$ cat src/rtl/rename_walk.sv
// Rollback walker: reads ROB groups youngest-first, restores RAT mappings and
// returns the speculatively allocated pregs to the freelist.
module rename_walk #(
    parameter int WALK_WIDTH = 4,
    parameter int ROB_WIDTH  = 6,
    parameter int PREG_WIDTH = 7,
    parameter int VREG_WIDTH = 5,
    parameter int CNT_WIDTH  = ROB_WIDTH + 1
) (
    input  logic                             clk,
    input  logic                             rst,
    input  logic                             walk_start,
    input  logic [ROB_WIDTH-1:0]             walk_tail,
    input  logic [CNT_WIDTH-1:0]             walk_num,
    output logic                             rd_valid,
    output logic [ROB_WIDTH-1:0]             rd_idx,
    output logic [WALK_WIDTH-1:0]            rd_mask,
    input  logic                             rd_ready,
    input  logic [WALK_WIDTH-1:0]            ent_we,
    input  logic [WALK_WIDTH*VREG_WIDTH-1:0] ent_vrd,
    input  logic [WALK_WIDTH*PREG_WIDTH-1:0] ent_prd,
    input  logic [WALK_WIDTH*PREG_WIDTH-1:0] ent_old_prd,
    output logic [WALK_WIDTH-1:0]            rat_we,
    output logic [WALK_WIDTH*VREG_WIDTH-1:0] rat_vrd,
    output logic [WALK_WIDTH*PREG_WIDTH-1:0] rat_prd,
    output logic [WALK_WIDTH-1:0]            fl_free_en,
    output logic [WALK_WIDTH*PREG_WIDTH-1:0] fl_free_prd,
    output logic                             busy,
    output logic                             done
);

    // Handshake: a request transfers when rd_valid & rd_ready at a rising edge;
    // its response is on ent_* in the following cycle only.
    typedef enum logic [1:0] {S_IDLE, S_WALK, S_DRAIN} state_t;

    state_t                 state, state_d;
    logic [ROB_WIDTH-1:0]   cur_idx, cur_idx_d;
    logic [CNT_WIDTH-1:0]   remaining, remaining_d;
    logic                   resp_valid, resp_valid_d;
    logic [WALK_WIDTH-1:0]  resp_mask, resp_mask_d;
    logic                   done_zero, done_zero_d;
    logic [CNT_WIDTH-1:0]   grp_cnt;
    logic [WALK_WIDTH-1:0]  grp_mask;
    logic                   fire;
    logic                   resp_ok;
    logic [WALK_WIDTH-1:0]  lane_we;
    logic [WALK_WIDTH-1:0]  lane_kill;

    always_comb begin
        grp_cnt = (remaining > CNT_WIDTH'(WALK_WIDTH)) ? CNT_WIDTH'(WALK_WIDTH) : remaining;
        grp_mask = '0;
        for (int i = 0; i < WALK_WIDTH; i++) begin
            grp_mask[i] = (CNT_WIDTH'(i) < grp_cnt);
        end
    end

    assign fire = (state == S_WALK) && rd_ready;

    always_ff @(posedge clk or posedge rst) begin
        if (rst) begin
            state      <= S_IDLE;
            cur_idx    <= '0;
            remaining  <= '0;
            resp_valid <= 1'b0;
            resp_mask  <= '0;
            done_zero  <= 1'b0;
        end else begin
            state      <= state_d;
            cur_idx    <= cur_idx_d;
            remaining  <= remaining_d;
            resp_valid <= resp_valid_d;
            resp_mask  <= resp_mask_d;
            done_zero  <= done_zero_d;
        end
    end

    always_comb begin
        state_d      = state;
        cur_idx_d    = cur_idx;
        remaining_d  = remaining;
        resp_valid_d = fire;
        resp_mask_d  = fire ? grp_mask : '0;
        done_zero_d  = 1'b0;
        case (state)
            S_WALK: begin
                if (fire) begin
                    cur_idx_d   = cur_idx - ROB_WIDTH'(grp_cnt);
                    remaining_d = remaining - grp_cnt;
                    if (remaining_d == '0) state_d = S_DRAIN;
                end
            end
            // DRAIN is only entered on an accepted request, so its response is present.
            S_DRAIN: state_d = S_IDLE;
            default: state_d = S_IDLE;
        endcase
        // A restart wins over everything, including the response of this cycle's request.
        if (walk_start) begin
            cur_idx_d    = walk_tail;
            remaining_d  = walk_num;
            resp_valid_d = 1'b0;
            resp_mask_d  = '0;
            if (walk_num != '0) begin
                state_d = S_WALK;
            end else begin
                state_d     = S_IDLE;
                done_zero_d = 1'b1;
            end
        end
    end

    always_comb begin
        rd_valid    = (state == S_WALK);
        rd_idx      = (state == S_WALK) ? cur_idx : '0;
        rd_mask     = (state == S_WALK) ? grp_mask : '0;
        busy        = (state != S_IDLE);
        resp_ok     = resp_valid && !walk_start;
        done        = done_zero || ((state == S_DRAIN) && resp_ok);
        lane_we     = '0;
        lane_kill   = '0;
        rat_vrd     = '0;
        rat_prd     = '0;
        fl_free_prd = '0;
        for (int i = 0; i < WALK_WIDTH; i++) begin
            lane_we[i] = resp_ok && resp_mask[i] && ent_we[i];
        end
        // Higher lanes are older; the oldest writer of a vrd holds the true prior mapping.
        for (int i = 0; i < WALK_WIDTH; i++) begin
            for (int j = i + 1; j < WALK_WIDTH; j++) begin
                if (lane_we[j] && (ent_vrd[j*VREG_WIDTH +: VREG_WIDTH] == ent_vrd[i*VREG_WIDTH +: VREG_WIDTH]))
                    lane_kill[i] = 1'b1;
            end
        end
        if (resp_ok) begin
            rat_vrd     = ent_vrd;
            rat_prd     = ent_old_prd;
            fl_free_prd = ent_prd;
        end
        fl_free_en = lane_we;
        rat_we     = lane_we & ~lane_kill;
    end

endmodule

$ cat config.mk
export PLATFORM = sky130hd
export DESIGN_NAME = rename_walk
export DESIGN_NICKNAME = d
export VERILOG_FILES = /design/src/rtl/rename_walk.sv
export SDC_FILE = /design/constraint.sdc
export NUM_CORES = 1
export LEC_CHECK = 0
export BUFFER_PORTS_ARGS = -buffer_cell sky130_fd_sc_hd__buf_4
export CAP_MARGIN = 20
export CORE_ASPECT_RATIO = 1.25
export CORE_MARGIN = 1.5
export CORE_UTILIZATION = 25
export DETAILED_ROUTE_END_ITERATION = 8
export PLACE_DENSITY = 0.65
export REMOVE_ABC_BUFFERS = 1
export SYNTH_ARGS = -nofsm -noshare
export SYNTH_HDL_FRONTEND = slang
export SYNTH_SLANG_ARGS = --single-unit
$ cat constraint.sdc
create_clock -name clk -period 7.7 [get_ports clk]
set_input_delay 0.385 -clock clk [delete_from_list [all_inputs] [get_ports clk]]
set_output_delay 0.385 -clock clk [all_outputs]
set_load 0.01 [all_outputs]
==> results.sh, run 1 <==
export IMPL_finalSetupViolCount=0
export IMPL_syn_mean_instance_area_um2=7.57
export IMPL_pwr_density_cell_nw_per_um2=105
export IMPL_die_h_um=109
export IMPL_final_setup_tns_ns=0
export IMPL_maxClockFrequency_mhz=354
export IMPL_critical_path_endpoint_type="output port"
export IMPL_clk_insertion_delay_late_ns=0.26
export IMPL_path_cells="buf_4 -> nor2b_4 -> buf_4 -> and3_4 -> nand3_1 -> or4_1 -> and4_1 -> buf_4"
export IMPL_hold_path_class="in2async"
export IMPL_nets=585
export IMPL_irDropWorstVdd_mv=0.126
export IMPL_buffers_on_ports=193
export IMPL_share_of_the_clock_period_used_by_the_worst_path_after_layout=0.367
export IMPL_drt_vias_per_instance=4.49
export IMPL_first_global_vias=2692
export IMPL_drt_pass1_iter_count=4
export IMPL_wire_per_inst_um=17.0
export IMPL_die_w_um=87.7
export IMPL_sw_ratio=0.354
export IMPL_startpoint_type="input port"
export IMPL_number_of_max_cap_violations=0
export IMPL_detail_route_antenna_nets=0
export IMPL_post_synth_instance_area_um2=2240
export IMPL_power_static_leakage_nw=2.02
export IMPL_critical_path_top_cell_by_count="buf_4"
export IMPL_syn_instance_count=296
export IMPL_finalMaxSlewViolations=0
export IMPL_numClockSinks=21
export IMPL_p_switching_w=0.000143
export IMPL_worstRegToRegCells=10
export IMPL_drive_gt1_frac=0.426
export IMPL_dr_total_vias=2692
export IMPL_core_um2=8700
export IMPL_cts_made_buffers=3
export IMPL_worstPathRequired_ns=7.32
export IMPL_r2r_setup_slack_ns=4.89
export IMPL_synthDistinctLibCells=41
export IMPL_synth_seq_area_share=0.235
export IMPL_clock_tree_htree_level_count=1
export IMPL_p_int_w=0.000261
export IMPL_holdWs_ns=0.278
export IMPL_post_route_min_period_ns=2.83
export IMPL_setup_worst_path_class="in2out"
export IMPL_critPathArrivalTime_ns=2.44
export IMPL_n_antenna_cell=0
export IMPL_cts_tree="built"
export IMPL_cp_slowest_stage_delay_ns=0.50
export IMPL_regToRegStartpoint="remaining[3]$_DFFE_PP0P_"
export IMPL_detail_route_iter0_violations=76
export IMPL_cts_repair_resized=0
export IMPL_grt_max_degree=82
export IMPL_synth_seq_cells=21
export IMPL_power_sequential_fraction=0.332
export IMPL_finalWirelength_mm=10.2
export IMPL_worst_setup_path_startpoint="walk_start"
export IMPL_r2r_end="cur_idx[5]$_DFFE_PP0P_"
export IMPL_gp_congestion=1.02
export IMPL_area_growth_pct=71.0
export IMPL_ioPinCount=194
export IMPL_post_cts_setup_buffer_count=0
export IMPL_placement_rows=38
export IMPL_floorplan_initialDensity=0.258
export IMPL_cts_root_buffer="clkbuf_8"
export IMPL_worstMarginPinSlew_ns=0.804
export IMPL_clk_pin_slew_ns=0.07
export IMPL_status="finished, final reports clean"
export IMPL_slew_headroom=0.464
export IMPL_hpwlAfterDp_mm=8.52
export IMPL_initial_antenna_violation_count=0
export IMPL_critPathCapture="rat_we[0]"
export IMPL_crit_path_max_fanout=81
export IMPL_clock_tree_buffer_depth=2
export IMPL_report_final_hold_viol_count=0
export IMPL_grt_first_pass_wirelength_mm=14.3
export IMPL_share_clk_of_total_power=0.179
export IMPL_critPathSlowestCell="or4_1"
export IMPL_cts_hold_buf=0
export IMPL_combinationalPowerShare=0.488
export IMPL_overall_global_routing_usage=0.202
export IMPL_grt_setup_unrepaired="false"
export IMPL_skew_ns=0.00343
export IMPL_remaining_drc_errors=0
export IMPL_yosys_warnings=0
export IMPL_design_die_area_um2=9540
export IMPL_globalRouteOverflowTotal=0
logic make-up (layout without fill, tap and decap cells):
group / Yosys count / in the layout / share of synthesized area
flops: 21 / 21 / 0.235
other cells: 2 / 4 / 0.00335
buf+inv: 29 / 210 / 0.0530
xor+xnor: 36 / 36 / 0.141
mux: 1 / 1 / 0.00447
fa+ha+maj: 8 / 8 / 0.0480
simple gates: 157 / 157 / 0.412
compound gates: 42 / 42 / 0.104
routing by layer:
| metal | routed length (um) | vias up | track usage |
|---|---|---|---|
| li1 | - | 1330 | - |
| met1 | 3530 | 1204 | 0.217 |
| met2 | 4760 | 153 | 0.345 |
| met3 | 1780 | 5 | 0.118 |
| met4 | 121 | 0 | 0.0408 |
| met5 | 0 | - | 0 |
layout by cell type, fill, tap and decap left out, types with 3 or more instances in the layout:
cell type,netlist,final
xnor2_1,12,12
nor3_1,4,4
nand2_1,15,15
inv_1,12,12
nand2b_1,4,4
o21ai_0,18,18
dfrtp_1,21,21
xor2_1,24,24
ha_1,7,7
and3b_1,3,3
nor4_1,7,7
nand3_1,4,4
conb_1,2,4
a21oi_1,16,16
clkbuf_8,0,3
nor2_1,21,21
and2_1,81,81
buf_4,2,194
how the worst min path moves through the flow:
stage | startpoint | to | slack (ns) | cells past startpoint
floorplan | rst | cur_idx[0]$_DFFE_PP0P_ | 0.36 | 1
global placement | cur_idx[0]$_DFFE_PP0P_ | cur_idx[0]$_DFFE_PP0P_ | 0.55 | 2
detailed placement | cur_idx[0]$_DFFE_PP0P_ | cur_idx[0]$_DFFE_PP0P_ | 0.57 | 2
CTS | rst | done_zero$_DFF_PP0_ | 0.30 | 2
global route | walk_num[2] | remaining[2]$_DFFE_PP0P_ | 0.33 | 3
finish | rst | done_zero$_DFF_PP0_ | 0.28 | 2
cell usage after synthesis, drive strengths merged:
master	count	area [um2]
and2	81	507
xor2	24	210
dfrtp	21	526
nor2	21	78.8
o21ai	18	90.1
a21oi	16	80.1
nand2	15	56.3
clkbuf	13	48.8
inv	12	45.0
xnor2	12	105
ha	7	87.6
nor4	7	43.8
nand3	5	30.0
buf	4	25.0
nand2b	4	25.0
nor3	4	20.0
and3	3	23.8
and3b	3	26.3
nor2b	3	21.3
a31oi	2	12.5
conb	2	7.51
nor4b	2	23.8
o31a	2	17.5
or2	2	12.5
or4	2	15.0
a21o	1	7.51
a31o	1	8.76
and4	1	8.76
and4b	1	10.0
fa	1	20.0
mux2i	1	10.0
nand3b	1	7.51
nor3b	1	7.51
o311ai	1	8.76
o31ai	1	7.51
or3	1	6.26
per-stage QoR:
step	setup WS, ns	std cells	util	total power, W	instance area, um2
after floorplan	4.76	281	-	0.000228	2170
after global placement	4.90	595	0.435	0.000329	3790
after detailed placement	4.88	595	0.435	0.000332	3790
after CTS	4.88	599	0.440	0.000406	3830
after global routing	4.68	599	0.440	0.000432	3830
final	4.87	599	0.440	0.000404	3830
layout make-up:
| type | count | area [um2] |
|---|---|---|
| tap | 120 | 150 |
| fill | 916 | 4870 |
| sequential | 21 | 526 |
| timing repair buffer | 194 | 1460 |
| inverter | 12 | 45.0 |
| multi-input combinational | 248 | 1610 |
| clock buffer | 4 | 45.0 |
sequential cells by signal, summed over array words and instances, names as in the netlist:
| register | count |
|---|---|
| done_zero | 1 |
| cur_idx | 6 |
| resp_mask | 4 |
| remaining | 7 |
| resp_valid | 1 |
| state | 2 |
power groups by stage:
| stage | combinational (W) | sequential (W) | clock [W] |
|---|---|---|---|
| final | 0.000197 | 0.000134 | 0.0000725 |
| after global routing | 0.000217 | 0.000136 | 0.0000786 |
| after CTS | 0.000198 | 0.000134 | 0.0000743 |
| after detailed placement | 0.000196 | 0.000136 | 0 |
| after global placement | 0.000193 | 0.000136 | 0 |
| after floorplan | 0.0000950 | 0.000133 | 0 |
critical path: cells and delay by family:
kind	cells	cell delay [ns]
buffers and inverters	3	0.83
and+or+nand+nor	5	1.20
(Power assumes the default switching activity.)
==> run 2, diff against run 1 <==
clock period = 2.62 ns   (was 7.7 ns; I/O delays follow)
==> results.sh, run 2 (synthesis results as in run 1) <==
export IMPL_grt_first_pass_wirelength_mm=14.6
export IMPL_irDropWorstVdd_mv=0.244
export IMPL_power_static_leakage_nw=2.04
export IMPL_setup_worst_path_class="reg2reg"
export IMPL_post_route_min_period_ns=2.41
export IMPL_remaining_drc_errors=0
export IMPL_clock_tree_htree_level_count=1
export IMPL_placement_rows=38
export IMPL_grt_setup_unrepaired="false"
export IMPL_overall_global_routing_usage=0.204
export IMPL_dr_total_vias=2798
export IMPL_buffers_on_ports=193
export IMPL_cts_made_buffers=3
export IMPL_design_die_area_um2=9540
export IMPL_gp_congestion=0.869
export IMPL_worstMarginPinSlew_ns=0.789
export IMPL_wire_per_inst_um=17.0
export IMPL_area_growth_pct=72.5
export IMPL_clk_pin_slew_ns=0.07
export IMPL_first_global_vias=2649
export IMPL_hold_path_class="in2async"
export IMPL_dpl_instance_area_um2=3820
export IMPL_final_core_util=0.444
export IMPL_post_cts_setup_buffer_count=0
export IMPL_nFillCells=906
export IMPL_hpwlAfterDp_mm=8.56
export IMPL_report_final_hold_viol_count=0
export IMPL_worstRegToRegCells=10
export IMPL_largest_register="remaining"
export IMPL_detail_route_iter0_violations=87
export IMPL_clock_tree_buffer_depth=2
export IMPL_critical_path_endpoint_type="flop"
export IMPL_numClockSinks=21
export IMPL_slew_headroom=0.474
export IMPL_r2r_setup_slack_ns=0.21
export IMPL_number_of_max_cap_violations=0
export IMPL_worstPathRequired_ns=2.78
export IMPL_globalRouteOverflowTotal=0
export IMPL_reg_largest_list="remaining x7, cur_idx x6, resp_mask x4"
export IMPL_initial_antenna_violation_count=0
export IMPL_finalSetupViolCount=0
export IMPL_die_w_um=87.7
export IMPL_layout_common_cells="buf_4, and2_1, xor2_1, nor2_1, dfrtp_1"
export IMPL_total_power_w=0.00120
export IMPL_critPathArrivalTime_ns=2.56
export IMPL_ioPinCount=194
export IMPL_final_area_um2=3870
export IMPL_core_um2=8700
export IMPL_status="finished, final reports clean"
export IMPL_finalMaxSlewViolations=0
export IMPL_finalWirelength_mm=10.2
export IMPL_cts_root_buffer="clkbuf_8"
export IMPL_drive_gt1_frac=0.433
export IMPL_startpoint_type="flop"
export IMPL_drt_vias_per_instance=4.64
export IMPL_maxClockFrequency_mhz=416
export IMPL_drt_pass1_iter_count=4
export IMPL_grt_max_degree=43
export IMPL_cts_tree="built"
export IMPL_share_of_the_clock_period_used_by_the_worst_path_after_layout=0.918
export IMPL_pwr_density_cell_nw_per_um2=310
export IMPL_floorplan_initialDensity=0.258
export IMPL_crit_path_max_fanout=7
export IMPL_leading_cell_type_in_the_layout_fill_and_taps_excluded="buf_4"
export IMPL_clk_insertion_delay_late_ns=0.27
export IMPL_largest_reg_flops=7
export IMPL_n_antenna_cell=0
export IMPL_nets=589
export IMPL_detail_route_antenna_nets=0
export IMPL_die_h_um=109
export IMPL_skew_ns=0.00323
run 2: changes by cell type in the layout (fill, tap and decap cells not counted), sizes merged:
cell	before	now
buf	194	198
run 2: where the power goes:
part | switching [W] | internal (W)
Sequential | 0.0000393 | 0.000359
Clock | 0.000105 | 0.000109
Combinational | 0.000278 | 0.000307
Total | 0.000423 | 0.000774
run 2: final timing paths:
path / to / start
min in group clk: remaining[2]$_DFFE_PP0P_ / walk_num[2]
worst max register to register: cur_idx[5]$_DFFE_PP0P_ / remaining[5]$_DFFE_PP0P_
worst max-delay path: cur_idx[5]$_DFFE_PP0P_ / remaining[5]$_DFFE_PP0P_
max in group asynchronous: remaining[1]$_DFFE_PP0P_ / rst
worst min register to register: cur_idx[0]$_DFFE_PP0P_ / cur_idx[0]$_DFFE_PP0P_
worst min-delay path: cur_idx[0]$_DFFE_PP0P_ / rst
run 2: area by class of cell:
type | instances | area [um2] | area share
clock buffer | 4 | 45.0 | 0.0117
inverter | 12 | 45.0 | 0.0117
tap | 120 | 150 | 0.0388
timing repair buffer | 198 | 1490 | 0.384
sequential | 21 | 526 | 0.136
multi-input combinational | 248 | 1610 | 0.417
run 2: critical path: stages, from the launching register on:
cell	delay, ns
dfrtp_1	0.46
nor2_1	0.23
nand2_1	0.11
inv_1	0.14
nand2_1	0.10
ha_1	0.30
nor2b_1	0.13
o21ai_0	0.19
a21oi_1	0.12
o31a_1	0.24
o31a_1	0.27
run 2: what timing repair did:
| item | CTS | global route |
|---|---|---|
| endpoints found under the setup margin | 0 | 1 |
| gates resized for setup | 0 | 1 |
| hold buffers | 0 | 0 |
run 2: layer usage:
metal,wire [um],track usage,vias to the layer above
li1,-,-,1333
met1,3770,0.231,1278
met2,4690,0.338,169
met3,1550,0.104,18
met4,222,0.0544,0
met5,0,0,-
run 2: through the flow:
stage          setup TNS, ns  setup WS, ns  std cells  hold WS [ns]
2_1_floorplan       -0.00792      -0.00792        281         0.108
3_3_place_gp               0         0.270        599         0.329
3_5_place_dp               0         0.206        599         0.334
4_1_cts                    0         0.180        603        0.0481
5_1_grt                    0        0.0444        603        0.0707
6_report                   0         0.215        603        0.0154
